===== src/rtl/uart_poll_master.sv =====
// uart_poll_master
// RS485 half-duplex poll initiator for one sensor channel. A start pulse
// drives the bus, sends one request byte (8N1), releases the bus and then
// collects a fixed-length response frame. Each byte goes to a downstream
// frame buffer via rx_data/rx_addr/rx_we.
//
// Ports:
//   clk80MHz   system clock, all logic on the rising edge
//   rst        synchronous reset, active-high
//   start      single-cycle poll request, accepted only in IDLE
//   req_byte   request byte, captured when start is accepted
//   UART_RX    asynchronous serial input, idle high
//   UART_TX    serial output, idle high
//   UART_dTX   RS485 driver enable (1 = transmitting)
//   UART_dRX   RS485 receiver disable (1 = receiver off)
//   rx_data    received byte
//   rx_addr    byte index within the frame
//   rx_we      one-cycle write strobe for rx_data/rx_addr
//   frame_done one-cycle pulse after a complete error-free frame
//   frame_err  one-cycle pulse on timeout or framing error
//   busy       high in every state except IDLE
module uart_poll_master #(
    parameter int CLKS_PER_BIT = 34,
    parameter int N_BYTES      = 20,
    parameter int RESP_TIMEOUT = 64,
    parameter int GAP_TIMEOUT  = 16
) (
    input  logic       clk80MHz,
    input  logic       rst,
    input  logic       start,
    input  logic [7:0] req_byte,
    input  logic       UART_RX,
    output logic       UART_TX,
    output logic       UART_dTX,
    output logic       UART_dRX,
    output logic [7:0] rx_data,
    output logic [4:0] rx_addr,
    output logic       rx_we,
    output logic       frame_done,
    output logic       frame_err,
    output logic       busy
);

    localparam int CW = $clog2(CLKS_PER_BIT);
    localparam int TMAX = (RESP_TIMEOUT > GAP_TIMEOUT) ? RESP_TIMEOUT : GAP_TIMEOUT;
    localparam int TW = $clog2(TMAX + 1);
    localparam logic [CW-1:0] BIT_LAST  = CW'(CLKS_PER_BIT - 1);
    localparam logic [CW-1:0] HALF_LAST = CW'(CLKS_PER_BIT / 2 - 1);

    typedef enum logic [2:0] {S_IDLE, S_TX, S_RX_WAIT, S_RX_BYTE, S_DONE, S_ERR} state_t;

    state_t        state_reg, state_next;
    logic [CW-1:0] cnt_reg, cnt_next;        // cycle count within a bit
    logic [3:0]    bit_reg, bit_next;        // bit position within a frame
    logic [TW-1:0] to_reg, to_next;          // elapsed bit-times while waiting
    logic [4:0]    idx_reg, idx_next;        // index of the next byte to receive
    logic [7:0]    tx_shift_reg, tx_shift_next;
    logic [7:0]    rx_shift_reg, rx_shift_next;
    logic          tx_reg, tx_next;
    logic          dtx_reg, dtx_next;
    logic          drx_reg, drx_next;
    logic [7:0]    rx_data_reg, rx_data_next;
    logic [4:0]    rx_addr_reg, rx_addr_next;
    logic          rx_we_reg, rx_we_next;

    // [0] metastability flop, [1] synchronised line, [2] previous synchronised value
    logic [2:0]    rx_pipe_reg;
    logic          rx_sync;
    logic          rx_fall;
    logic [TW-1:0] to_inc;
    logic [TW-1:0] to_limit;

    assign rx_sync  = rx_pipe_reg[1];
    assign rx_fall  = rx_pipe_reg[2] & ~rx_pipe_reg[1];
    assign to_inc   = to_reg + TW'(1);
    assign to_limit = (idx_reg == 5'd0) ? TW'(RESP_TIMEOUT) : TW'(GAP_TIMEOUT);

    always_ff @(posedge clk80MHz) begin
        if (rst) begin
            rx_pipe_reg <= 3'b111;
        end else begin
            rx_pipe_reg <= {rx_pipe_reg[1:0], UART_RX};
        end
    end

    always_ff @(posedge clk80MHz) begin
        if (rst) begin
            state_reg    <= S_IDLE;
            cnt_reg      <= '0;
            bit_reg      <= '0;
            to_reg       <= '0;
            idx_reg      <= '0;
            tx_shift_reg <= '0;
            rx_shift_reg <= '0;
            tx_reg       <= 1'b1;
            dtx_reg      <= 1'b0;
            drx_reg      <= 1'b0;
            rx_data_reg  <= '0;
            rx_addr_reg  <= '0;
            rx_we_reg    <= 1'b0;
        end else begin
            state_reg    <= state_next;
            cnt_reg      <= cnt_next;
            bit_reg      <= bit_next;
            to_reg       <= to_next;
            idx_reg      <= idx_next;
            tx_shift_reg <= tx_shift_next;
            rx_shift_reg <= rx_shift_next;
            tx_reg       <= tx_next;
            dtx_reg      <= dtx_next;
            drx_reg      <= drx_next;
            rx_data_reg  <= rx_data_next;
            rx_addr_reg  <= rx_addr_next;
            rx_we_reg    <= rx_we_next;
        end
    end

    always_comb begin
        state_next    = state_reg;
        cnt_next      = cnt_reg;
        bit_next      = bit_reg;
        to_next       = to_reg;
        idx_next      = idx_reg;
        tx_shift_next = tx_shift_reg;
        rx_shift_next = rx_shift_reg;
        tx_next       = tx_reg;
        dtx_next      = dtx_reg;
        drx_next      = drx_reg;
        rx_data_next  = rx_data_reg;
        rx_addr_next  = rx_addr_reg;
        rx_we_next    = 1'b0;

        case (state_reg)
            S_IDLE: begin
                if (start) begin
                    state_next    = S_TX;
                    tx_shift_next = req_byte;
                    tx_next       = 1'b0;
                    dtx_next      = 1'b1;
                    drx_next      = 1'b1;
                    cnt_next      = '0;
                    bit_next      = '0;
                    idx_next      = '0;
                    rx_addr_next  = '0;
                end
            end

            S_TX: begin
                if (cnt_reg == BIT_LAST) begin
                    cnt_next = '0;
                    if (bit_reg == 4'd9) begin
                        state_next = S_RX_WAIT;
                        tx_next    = 1'b1;
                        dtx_next   = 1'b0;
                        drx_next   = 1'b0;
                        to_next    = '0;
                    end else begin
                        // Shifting in ones makes the stop bit fall out after the 8 data bits
                        bit_next      = bit_reg + 4'd1;
                        tx_next       = tx_shift_reg[0];
                        tx_shift_next = {1'b1, tx_shift_reg[7:1]};
                    end
                end else begin
                    cnt_next = cnt_reg + CW'(1);
                end
            end

            S_RX_WAIT: begin
                // A start edge wins over a timeout reached in the same cycle
                if (rx_fall) begin
                    state_next = S_RX_BYTE;
                    cnt_next   = '0;
                    bit_next   = '0;
                end else if (cnt_reg == BIT_LAST) begin
                    cnt_next = '0;
                    to_next  = to_inc;
                    if (to_inc == to_limit) begin
                        state_next = S_ERR;
                    end
                end else begin
                    cnt_next = cnt_reg + CW'(1);
                end
            end

            S_RX_BYTE: begin
                if (bit_reg == 4'd10) begin
                    // Second half of the stop bit: the gap timer starts at its
                    // end, but a start edge arriving first is taken directly.
                    if (idx_reg == 5'(N_BYTES)) begin
                        state_next = S_DONE;
                    end else if (rx_fall) begin
                        cnt_next = '0;
                        bit_next = '0;
                    end else if (cnt_reg == HALF_LAST) begin
                        state_next = S_RX_WAIT;
                        cnt_next   = '0;
                        to_next    = '0;
                    end else begin
                        cnt_next = cnt_reg + CW'(1);
                    end
                end else if (bit_reg == 4'd0) begin
                    if (cnt_reg == HALF_LAST) begin
                        cnt_next = '0;
                        if (rx_sync) begin
                            // Glitch: resume waiting with the elapsed bit-times kept
                            state_next = S_RX_WAIT;
                        end else begin
                            bit_next = 4'd1;
                        end
                    end else begin
                        cnt_next = cnt_reg + CW'(1);
                    end
                end else begin
                    if (cnt_reg == BIT_LAST) begin
                        cnt_next = '0;
                        if (bit_reg == 4'd9) begin
                            if (!rx_sync) begin
                                state_next = S_ERR;
                            end else begin
                                rx_we_next   = 1'b1;
                                rx_data_next = rx_shift_reg;
                                rx_addr_next = idx_reg;
                                idx_next     = idx_reg + 5'd1;
                                bit_next     = 4'd10;
                            end
                        end else begin
                            rx_shift_next = {rx_sync, rx_shift_reg[7:1]};
                            bit_next      = bit_reg + 4'd1;
                        end
                    end else begin
                        cnt_next = cnt_reg + CW'(1);
                    end
                end
            end

            S_DONE:  state_next = S_IDLE;
            S_ERR:   state_next = S_IDLE;
            default: state_next = S_IDLE;
        endcase
    end

    assign UART_TX    = tx_reg;
    assign UART_dTX   = dtx_reg;
    assign UART_dRX   = drx_reg;
    assign rx_data    = rx_data_reg;
    assign rx_addr    = rx_addr_reg;
    assign rx_we      = rx_we_reg;
    assign frame_done = (state_reg == S_DONE);
    assign frame_err  = (state_reg == S_ERR);
    assign busy       = (state_reg != S_IDLE);

endmodule


===== config.mk =====
export PLATFORM = sky130hd
export DESIGN_NAME = uart_poll_master
export DESIGN_NICKNAME = d
export VERILOG_FILES = /design/src/rtl/uart_poll_master.sv
export SDC_FILE = /design/constraint.sdc
export NUM_CORES = 1
export LEC_CHECK = 0
export CAP_MARGIN = 20
export CORE_ASPECT_RATIO = 1.75
export CORE_MARGIN = 1.5
export CORE_UTILIZATION = 35
export DETAILED_ROUTE_END_ITERATION = 16
export PLACE_DENSITY_LB_ADDON = 0.15
export SKIP_LAST_GASP = 1
export SYNTH_ARGS = -nofsm -noshare
export SYNTH_HDL_FRONTEND = slang
export SYNTH_SLANG_ARGS = --single-unit

===== constraint.sdc =====
create_clock -name clk80MHz -period 2.3 [get_ports clk80MHz]
set_input_delay 0.69 -clock clk80MHz [delete_from_list [all_inputs] [get_ports clk80MHz]]
set_output_delay 0.69 -clock clk80MHz [all_outputs]
set_load 0.02 [all_outputs]

==> results of run 1 <==
-- what timing repair did --
action / in CTS / in global routing
setup endpoints to repair: 6 / 10
setup buffers: 1 / 2
pin swaps: 0 / 4
resized for setup: 6 / 15
-- layer usage --
| metal | part of all wire [%] | routed length [µm] | up-vias | track usage, % |
|---|---|---|---|---|
| met3 | 3.5 | 304 | 18 | 3.707 |
| li1 | - | - | 1573 | - |
| met1 | 41 | 3527 | 1436 | 20.51 |
| met2 | 52 | 4541 | 71 | 32.61 |
| met4 | 3.3 | 282 | 0 | 8.929 |
| met5 | 0 | 0 | - | 0 |
-- logic make-up (layout without fill, tap and decap cells) --
group | Yosys count | in the layout | share of synthesized area [%]
buffers and inverters | 34 | 110 | 4.695
and+or+nand+nor | 178 | 178 | 29.18
AOI/OAI and AO/OA | 98 | 98 | 19.83
xor gates and xnor gates | 5 | 5 | 1.358
DFF | 60 | 60 | 37.25
muxes | 12 | 12 | 3.803
adders and majority gates | 10 | 10 | 3.880
-- report_power, final --
group	switching, mW	total (mW)	internal (mW)
Sequential	0.0742	1.20	1.12
Clock	0.502	1.34	0.842
Combinational	0.634	1.25	0.615
Total	1.21	3.79	2.58
-- final cells by class --
cell class	count	area, µm²	area share, %
clock buffer	9	225.2	5.164
clock inverter	7	75.07	1.721
inverter	9	33.78	0.7745
multi-input combinational	303	1937	44.41
sequential	60	1205	27.62
tap	120	150.1	3.442
timing repair buffer	85	735.7	16.87
-- critical path, stage by stage, from the launching register on --
cell	delay (ns)
dfxtp_2	0.33
inv_2	0.09
ha_4	0.15
or3b_4	0.44
nand3_2	0.12
nor2_2	0.05
a2111o_1	0.41
nor4_4	0.25
mux2_1	0.34
-- final timing paths --
path	endpoint	slack [ns]	cells after the start
hold / removal	rx_pipe_reg[1]$_SDFF_PP1_	0.42	1
hold reg to reg	rx_pipe_reg[1]$_SDFF_PP1_	0.42	1
setup / recovery	state_reg[1]$_SDFFE_PP0P_	0.004	8
setup reg to reg	state_reg[1]$_SDFFE_PP0P_	0.004	8
-- per-stage QoR --
stage / setup slack, ns / area [µm²] / power (mW) / setup TNS [ns] / std cells
2_1_floorplan: 0.009563 / 3233 / 1.924 / 0 / 397
3_3_place_gp: -0.2450 / 3984 / 2.400 / -1.607 / 574
3_5_place_dp: -0.2632 / 3984 / 2.409 / -2.347 / 574
4_1_cts: -0.08749 / 4302 / 3.789 / -0.08749 / 591
5_1_grt: -0.06449 / 4362 / 3.990 / -0.3244 / 593
6_report: 0.004223 / 4362 / 3.790 / 0 / 593
-- layout by cell type (no fill, tap or decap), types with 5 or more instances in the layout --
master and count:
dfxtp_1 57, nand2_1 57, buf_4 52, nor2_1 38, a21oi_1 31, clkdlybuf4s50_1 27, o21ai_0 17, a211oi_1 11
mux2i_1 10, nand3_1 10, nor3_1 9, clkbuf_16 9, a22oi_1 8, ha_1 8, inv_1 7, or3_1 6
nor2b_1 5, and2_1 5
-- synth_stat cells (6+ instances only) --
master / number / area, µm²
dfxtp_1: 60 / 1201
nand2_1: 58 / 217.7
nor2_1: 39 / 146.4
a21oi_1: 32 / 160.2
o21ai_0: 18 / 90.09
clkbuf_1: 17 / 63.81
a211oi_1: 11 / 82.58
ha_1: 10 / 125.1
mux2i_1: 10 / 100.1
nand3_1: 10 / 50.05
inv_1: 9 / 33.78
nor3_1: 9 / 45.04
a22oi_1: 8 / 60.06
or3_1: 6 / 37.54
==> summary.txt, run 1 <==
DIE AREA: 9820 µm²
#FFs+latches synth: 60
Initial DRC count: 135
Die height: 130.0 µm
Clk root buf: clkbuf_16
Longest Clk Path Bufs: 2
Largest net degree at the start of global routing: 52
Area Growth Syn to Fin: 35.27%
Final Net Count: 490
Die Wd: 75.56 µm
DR vias/cell: 5.224
Hold Violations, Final: 0
Mapped cell area: 3224 µm²
Ys async rst share: 0%
Status: complete, no violations
Clock transition at path regs: 0.06 ns
Worst slew pin tran: 0.4328 ns
Max IR drop VDD: 0.3867 mV
Leak Pwr: 1.692 nW
Min-delay src: rx_pipe_reg[0]$_SDFF_PP1_
Crit path max fanout: 6
Seq/Total Area, Yosys: 37.25%
Fillers: 946
Mapped Cells: 397
Post-synth EDFFs: 0
Placeable Area: 8979 µm²
Final Skew: 0.008238 ns
Critical path type: flop to flop
Number of cell rows: 46
Worst-Skew Late Latency: 0.33 ns
CTS Buf Count: 9
CP Capture Type: flop
Hold_buf cts: 0
Critical Path Source Type: flop
MaxCap Viol Count: 0
Grt ovf: 0
Initial antenna violation count: 0
Port bufs: 31
Starting Density: 35.91%
Max-slew violations: 0
Unrepaired setup endpoints after global routing: yes
Total number of vias: 3098
Top FF cell, synth: dfxtp_1
Post-synth cell types: 65
Synth Warn #: 0
Syn_area_per_cell: 8.122 µm²
Core Util, Final: 48.58%
Fmax: 435.6 MHz
Tightest hold margin: 0.4180 ns
Share of cells above drive strength 1: 21.99%
Clk sinks: 60
I/O Pins: 32
Worst Setup SP: bit_reg[0]$_SDFFE_PP0P_
Remaining routing DRC violations: 0
Vias in the first global route: 2912
CTS tree: built
H-tree lvl count: 3
Power per Cell Area: 869.0 nW/µm²
Detail Placement HPWL: 6353 µm
Final wirelength: 8655 µm
GRT Total Usage: 18.49%
Tightest Hold Check Type: flop to flop
Antenna diodes: 0
DRT Pass-1 Iters: 4
Routability cong.: 0.8831
Max-slew headroom: 71.14%
Worst EP required: 2.52 ns
Final ANT Viol Nets: 0
Fin crit share: 99.82%
Tmin final: 2.296 ns
Worst r2r src: bit_reg[0]$_SDFFE_PP0P_
WL/cell: 14.60 µm
First-pass GRT wire length: 13800 µm
Setup violators final: 0
Mapped Nets: 419
Worst EP arrival: 2.51 ns
Power figures use the tool's default switching activity.
==> run 2, diff against run 1 <==
--- a/config.mk
+++ b/config.mk
@@ -10,6 +10,7 @@
 export CORE_MARGIN = 1.5
 export CORE_UTILIZATION = 35
 export DETAILED_ROUTE_END_ITERATION = 16
+export MAX_ROUTING_LAYER = met4
 export PLACE_DENSITY_LB_ADDON = 0.15
 export SKIP_LAST_GASP = 1
 export SYNTH_ARGS = -nofsm -noshare
==> summary.txt, run 2 (synthesis gave the netlist of run 1 again) <==
Largest net degree at the start of global routing: 35
Tmin final: 2.233 ns
Max-slew violations: 0
Fmax: 447.8 MHz
Share of cells above drive strength 1: 21.94%
Switching power: 1.214 mW
Unrepaired setup endpoints after global routing: yes
Power per Cell Area: 871.3 nW/µm²
Critical Path Source Type: flop
Status: complete, no violations
Leak Pwr: 1.645 nW
Clk root buf: clkbuf_16
MaxCap Viol Count: 0
First-pass GRT wire length: 14240 µm
Finished layout cell area: 4344 µm²
CTS tree: built
Critical path type: flop to primary output
Power Total: 3.785 mW
Logic pwr share: 33.1%
Vias in the first global route: 2937
Clk sinks: 60
Final Skew: 0.01157 ns
DR vias/cell: 5.286
Sequential share of power: 31.6%
Detail Placement HPWL: 6632 µm
CP Cell Sequence: buf_12 -> nor3_1 -> inv_1 -> dlygate4sd2_1
Placeable Area: 8979 µm²
Hold Violations, Final: 0
WL/cell: 15.05 µm
Internal power: 2.571 mW
DIE AREA: 9820 µm²
Antenna diodes: 0
CTS Buf Count: 9
Final wirelength: 8937 µm
Tightest Hold Check Type: flop to flop
Number of cell rows: 46
Max IR drop VDD: 0.4110 mV
Total number of vias: 3140
I/O Pins: 32
Worst EP required: 1.61 ns
H-tree lvl count: 3
Setup violators final: 0
CP Capture Type: primary output
Die height: 130.0 µm
Max stage delay on crit path: 0.34 ns
Max-slew headroom: 67.44%
Grt ovf: 0
Clock transition at path regs: 0.05 ns
Die Wd: 75.56 µm
Area Growth Syn to Fin: 34.73%
Crit path max fanout: 19
Switching share of power: 32.08%
Worst EP arrival: 1.54 ns
Initial DRC count: 153
Port bufs: 31
Final Net Count: 491
Final ANT Viol Nets: 0
Placed cell area: 3999 µm²
Most frequent cells in the layout: nand2_1 (58), dfxtp_1 (57), buf_4 (53)
Commonest non-fill, non-tap cell in the layout: nand2_1
Worst slew pin tran: 0.4863 ns
Slowest-stage cell, CP: dfxtp_1
Clock Power Share: 35.3%
Initial antenna violation count: 0
Longest Clk Path Bufs: 2
DRT Pass-1 Iters: 4
Worst-Skew Late Latency: 0.34 ns
Fin crit share: 97.10%
Starting Density: 35.91%
Remaining routing DRC violations: 0
GRT Total Usage: 20.05%
Routability cong.: 0.8817
-- run 2: final timing paths --
kind                        startpoint                        end  slack (ns)  cells past startpoint
min reg2reg  rx_pipe_reg[0]$_SDFF_PP1_  rx_pipe_reg[1]$_SDFF_PP1_        0.41                      1
max          state_reg[1]$_SDFFE_PP0P_                       busy        0.07                      4
min          rx_pipe_reg[0]$_SDFF_PP1_  rx_pipe_reg[1]$_SDFF_PP1_        0.41                      1
max reg2reg    bit_reg[1]$_SDFFE_PP0P_  state_reg[1]$_SDFFE_PP0P_        0.07                      8
-- run 2: area by class of cell --
| cell class | count | area (µm²) |
|---|---|---|
| tap | 120 | 150.1 |
| inverter | 9 | 33.78 |
| sequential | 60 | 1205 |
| fill | 943 | 4634 |
| clock inverter | 7 | 75.07 |
| clock buffer | 9 | 225.2 |
| multi-input combinational | 303 | 1916 |
| timing repair buffer | 86 | 739.5 |
-- run 2: power groups by stage --
stage          Sequential [mW]  Clock (mW)  Combinational, mW
2_1_floorplan             1.20           0              0.726
3_3_place_gp              1.21           0               1.20
3_5_place_dp              1.22           0               1.21
4_1_cts                   1.20        1.38               1.21
5_1_grt                   1.21        1.44               1.35
6_report                  1.20        1.34               1.25
-- run 2: repair_timing --
item / CTS / global route
resized for setup: 6 / 11
hold buffers: 0 / 0
setup endpoints to repair: 6 / 22
setup buffers: 0 / 2
pin swaps: 0 / 1
-- run 2: metrics by stage --
step | TNS (ns) | std cells | worst slack (ns) | utilization, % | hold WS (ns)
3_3_place_gp | -1.640 | 576 | -0.2101 | 44.54 | 0.4018
4_1_cts | 0 | 592 | 0.001631 | 47.94 | 0.4123
5_1_grt | -0.03536 | 594 | -0.02001 | 48.38 | 0.4361
2_1_floorplan | 0 | 397 | 0.009563 | - | 0.3895
3_5_place_dp | -2.512 | 576 | -0.2861 | 44.54 | 0.4025
6_report | 0 | 594 | 0.06667 | 48.38 | 0.4083
-- run 2: metal layers --
metal / wire length [µm] / GRT usage (%)
met1: 3613 / 21.25
met2: 4616 / 32.71
met4: 312 / 12.08
met5: 0 / -
met3: 395 / 5.019
-- run 2: worst max-delay path: cells and delay by family (launching register included) --
kind,cells,cell delay (ns)
buffers and inverters,3,0.64
DFF,1,0.34
and+or+nand+nor,1,0.23
==> run 3, diff against run 2 <==
--- a/config.mk
+++ b/config.mk
@@ -6,7 +6,6 @@
 export NUM_CORES = 1
 export LEC_CHECK = 0
 export CAP_MARGIN = 20
-export CORE_ASPECT_RATIO = 1.75
 export CORE_MARGIN = 1.5
 export CORE_UTILIZATION = 35
 export DETAILED_ROUTE_END_ITERATION = 16
==> summary.txt, run 3 (synthesis gave the netlist of run 1 again) <==
Remaining routing DRC violations: 4
Critical Path Source Type: input pin
Worst slew pin tran: 0.4921 ns
Antenna diodes: 0
Number of cell rows: 34
Port bufs: 31
Worst-Skew Late Latency: 0.34 ns
Status: finished with violations
Critical path type: input pin to flop
CTS Buf Count: 9
Detail Placement HPWL: 5844 µm
Clk root buf: clkbuf_8
Longest Clk Path Bufs: 2
Max stage delay on crit path: 0.48 ns
DRT Pass-1 Iters: 13
Area of the multi-input gates: 1963 µm²
CP Cell Sequence: clkdlybuf4s50_1 -> a2bb2oi_1 -> nand3_2 -> a2111o_1 -> nor4_4 -> mux2_1
Min-delay src: rx_pipe_reg[0]$_SDFF_PP1_
Leak Pwr: 1.591 nW
Initial antenna violation count: 0
Most frequent cells in the layout: nand2_1 (57), dfxtp_1 (54), buf_4 (47)
Post-Place Cells: 559
First-pass GRT wire length: 13590 µm
Initial DRC count: 236
Max-slew headroom: 66.34%
Worst EP required: 2.52 ns
Max IR drop VDD: 0.3307 mV
Largest net degree at the start of global routing: 54
I/O Pins: 32
Fillers: 867
Tightest Hold Check Type: flop to flop
CP Capture Type: flop
Vias in the first global route: 2749
Setup ws final: 0.06697 ns
Final wirelength: 8391 µm
Final ANT Viol Nets: 0
Routability cong.: 0.8973
Final Skew: 0.005401 ns
WL/cell: 14.57 µm
DIE AREA: 9797 µm²
Total number of vias: 3072
Unrepaired setup endpoints after global routing: yes
CTS tree: built
DR vias/cell: 5.333
Placeable Area: 8806 µm²
GRT Total Usage: 17.67%
MaxCap Viol Count: 0
Die height: 98.98 µm
Violated checks: design-rule violations
Worst r2r src: bit_reg[0]$_SDFFE_PP0P_
Clock transition at path regs: 0.07 ns
Tmin final: 2.233 ns
Power per Cell Area: 805.6 nW/µm²
H-tree lvl count: 3
Fin crit share: 97.09%
FF/Latch Area: 1211 µm²
Hold_buf cts: 0
Crit path max fanout: 2
Worst EP arrival: 2.46 ns
Share of cells above drive strength 1: 22.22%
Starting Density: 36.62%
Clk sinks: 60
Slowest-stage cell, CP: clkdlybuf4s50_1
Max-slew violations: 0
Pre-CTS setup slack: -0.2853 ns
Fmax: 447.8 MHz
Area Growth Syn to Fin: 31.59%
Hold Violations, Final: 0
Setup violators final: 0
Grt ovf: 0
Die Wd: 98.98 µm
Commonest non-fill, non-tap cell in the layout: nand2_1
Worst Setup SP: start
Final Net Count: 485
Fin cells: 576
[run 3: cell count changes in the layout (fill, tap and decap cells not counted), moves of 3 or more]
cell       change
dfxtp_1        -3
clkbuf_16      -9
buf_4          -6
clkbuf_8       +9
[run 3: timing repair]
| item | CTS | global route |
|---|---|---|
| pin swaps | 0 | 3 |
| resized for setup | 6 | 24 |
| setup endpoints to repair | 5 | 24 |
| setup buffers | 0 | 1 |
[run 3: power by group]
part | switching (mW) | internal [mW] | leakage (nW) | total [mW]
Combinational | 0.631 | 0.603 | 0.997 | 1.23
Sequential | 0.0817 | 1.13 | 0.490 | 1.21
Clock | 0.469 | 0.508 | 0.104 | 0.977
[run 3: critical path: cells and delay by family]
kind | cells | cell delay (ns)
compound gates | 2 | 0.67
simple gates | 2 | 0.28
buf+inv | 1 | 0.48
mux | 1 | 0.34
[run 3: layout make-up]
| cell class | count | share of cell area, % |
|---|---|---|
| timing repair buffer | 80 | 16.46 |
| sequential | 60 | 28.55 |
| multi-input combinational | 303 | 46.27 |
| tap | 108 | 3.185 |
| clock buffer | 9 | 2.919 |
| clock inverter | 7 | 1.769 |
| inverter | 9 | 0.8552 |
[run 3: metrics by stage]
step	power [mW]	area [µm²]	TNS, ns	hold WS (ns)	util (%)
final	3.418	4243	0	0.4144	48.18
after global routing	3.611	4243	-0.03686	0.4399	48.18
after CTS	3.392	4146	-0.01512	0.4208	47.09
after detailed placement	2.398	3946	-2.640	0.4014	44.81
after global placement	2.392	3946	-2.035	0.3947	44.81
after floorplan	1.924	3233	0	0.3895	-
[run 3: final timing paths]
kind	end	slack, ns	cells after the start
max reg2reg	state_reg[1]$_SDFFE_PP0P_	0.08	8
min reg2reg	rx_pipe_reg[1]$_SDFF_PP1_	0.41	1
min	rx_pipe_reg[1]$_SDFF_PP1_	0.41	1
max	state_reg[1]$_SDFFE_PP0P_	0.07	6
[run 3: layer usage]
layer  track usage [%]  wire (µm)  vias to the layer above
met4             5.275         24                        0
met5                 -          0                        -
met3             3.121        350                        5
met1             23.56       4158                     1446
li1                  -          -                     1559
met2             27.37       3858                       62
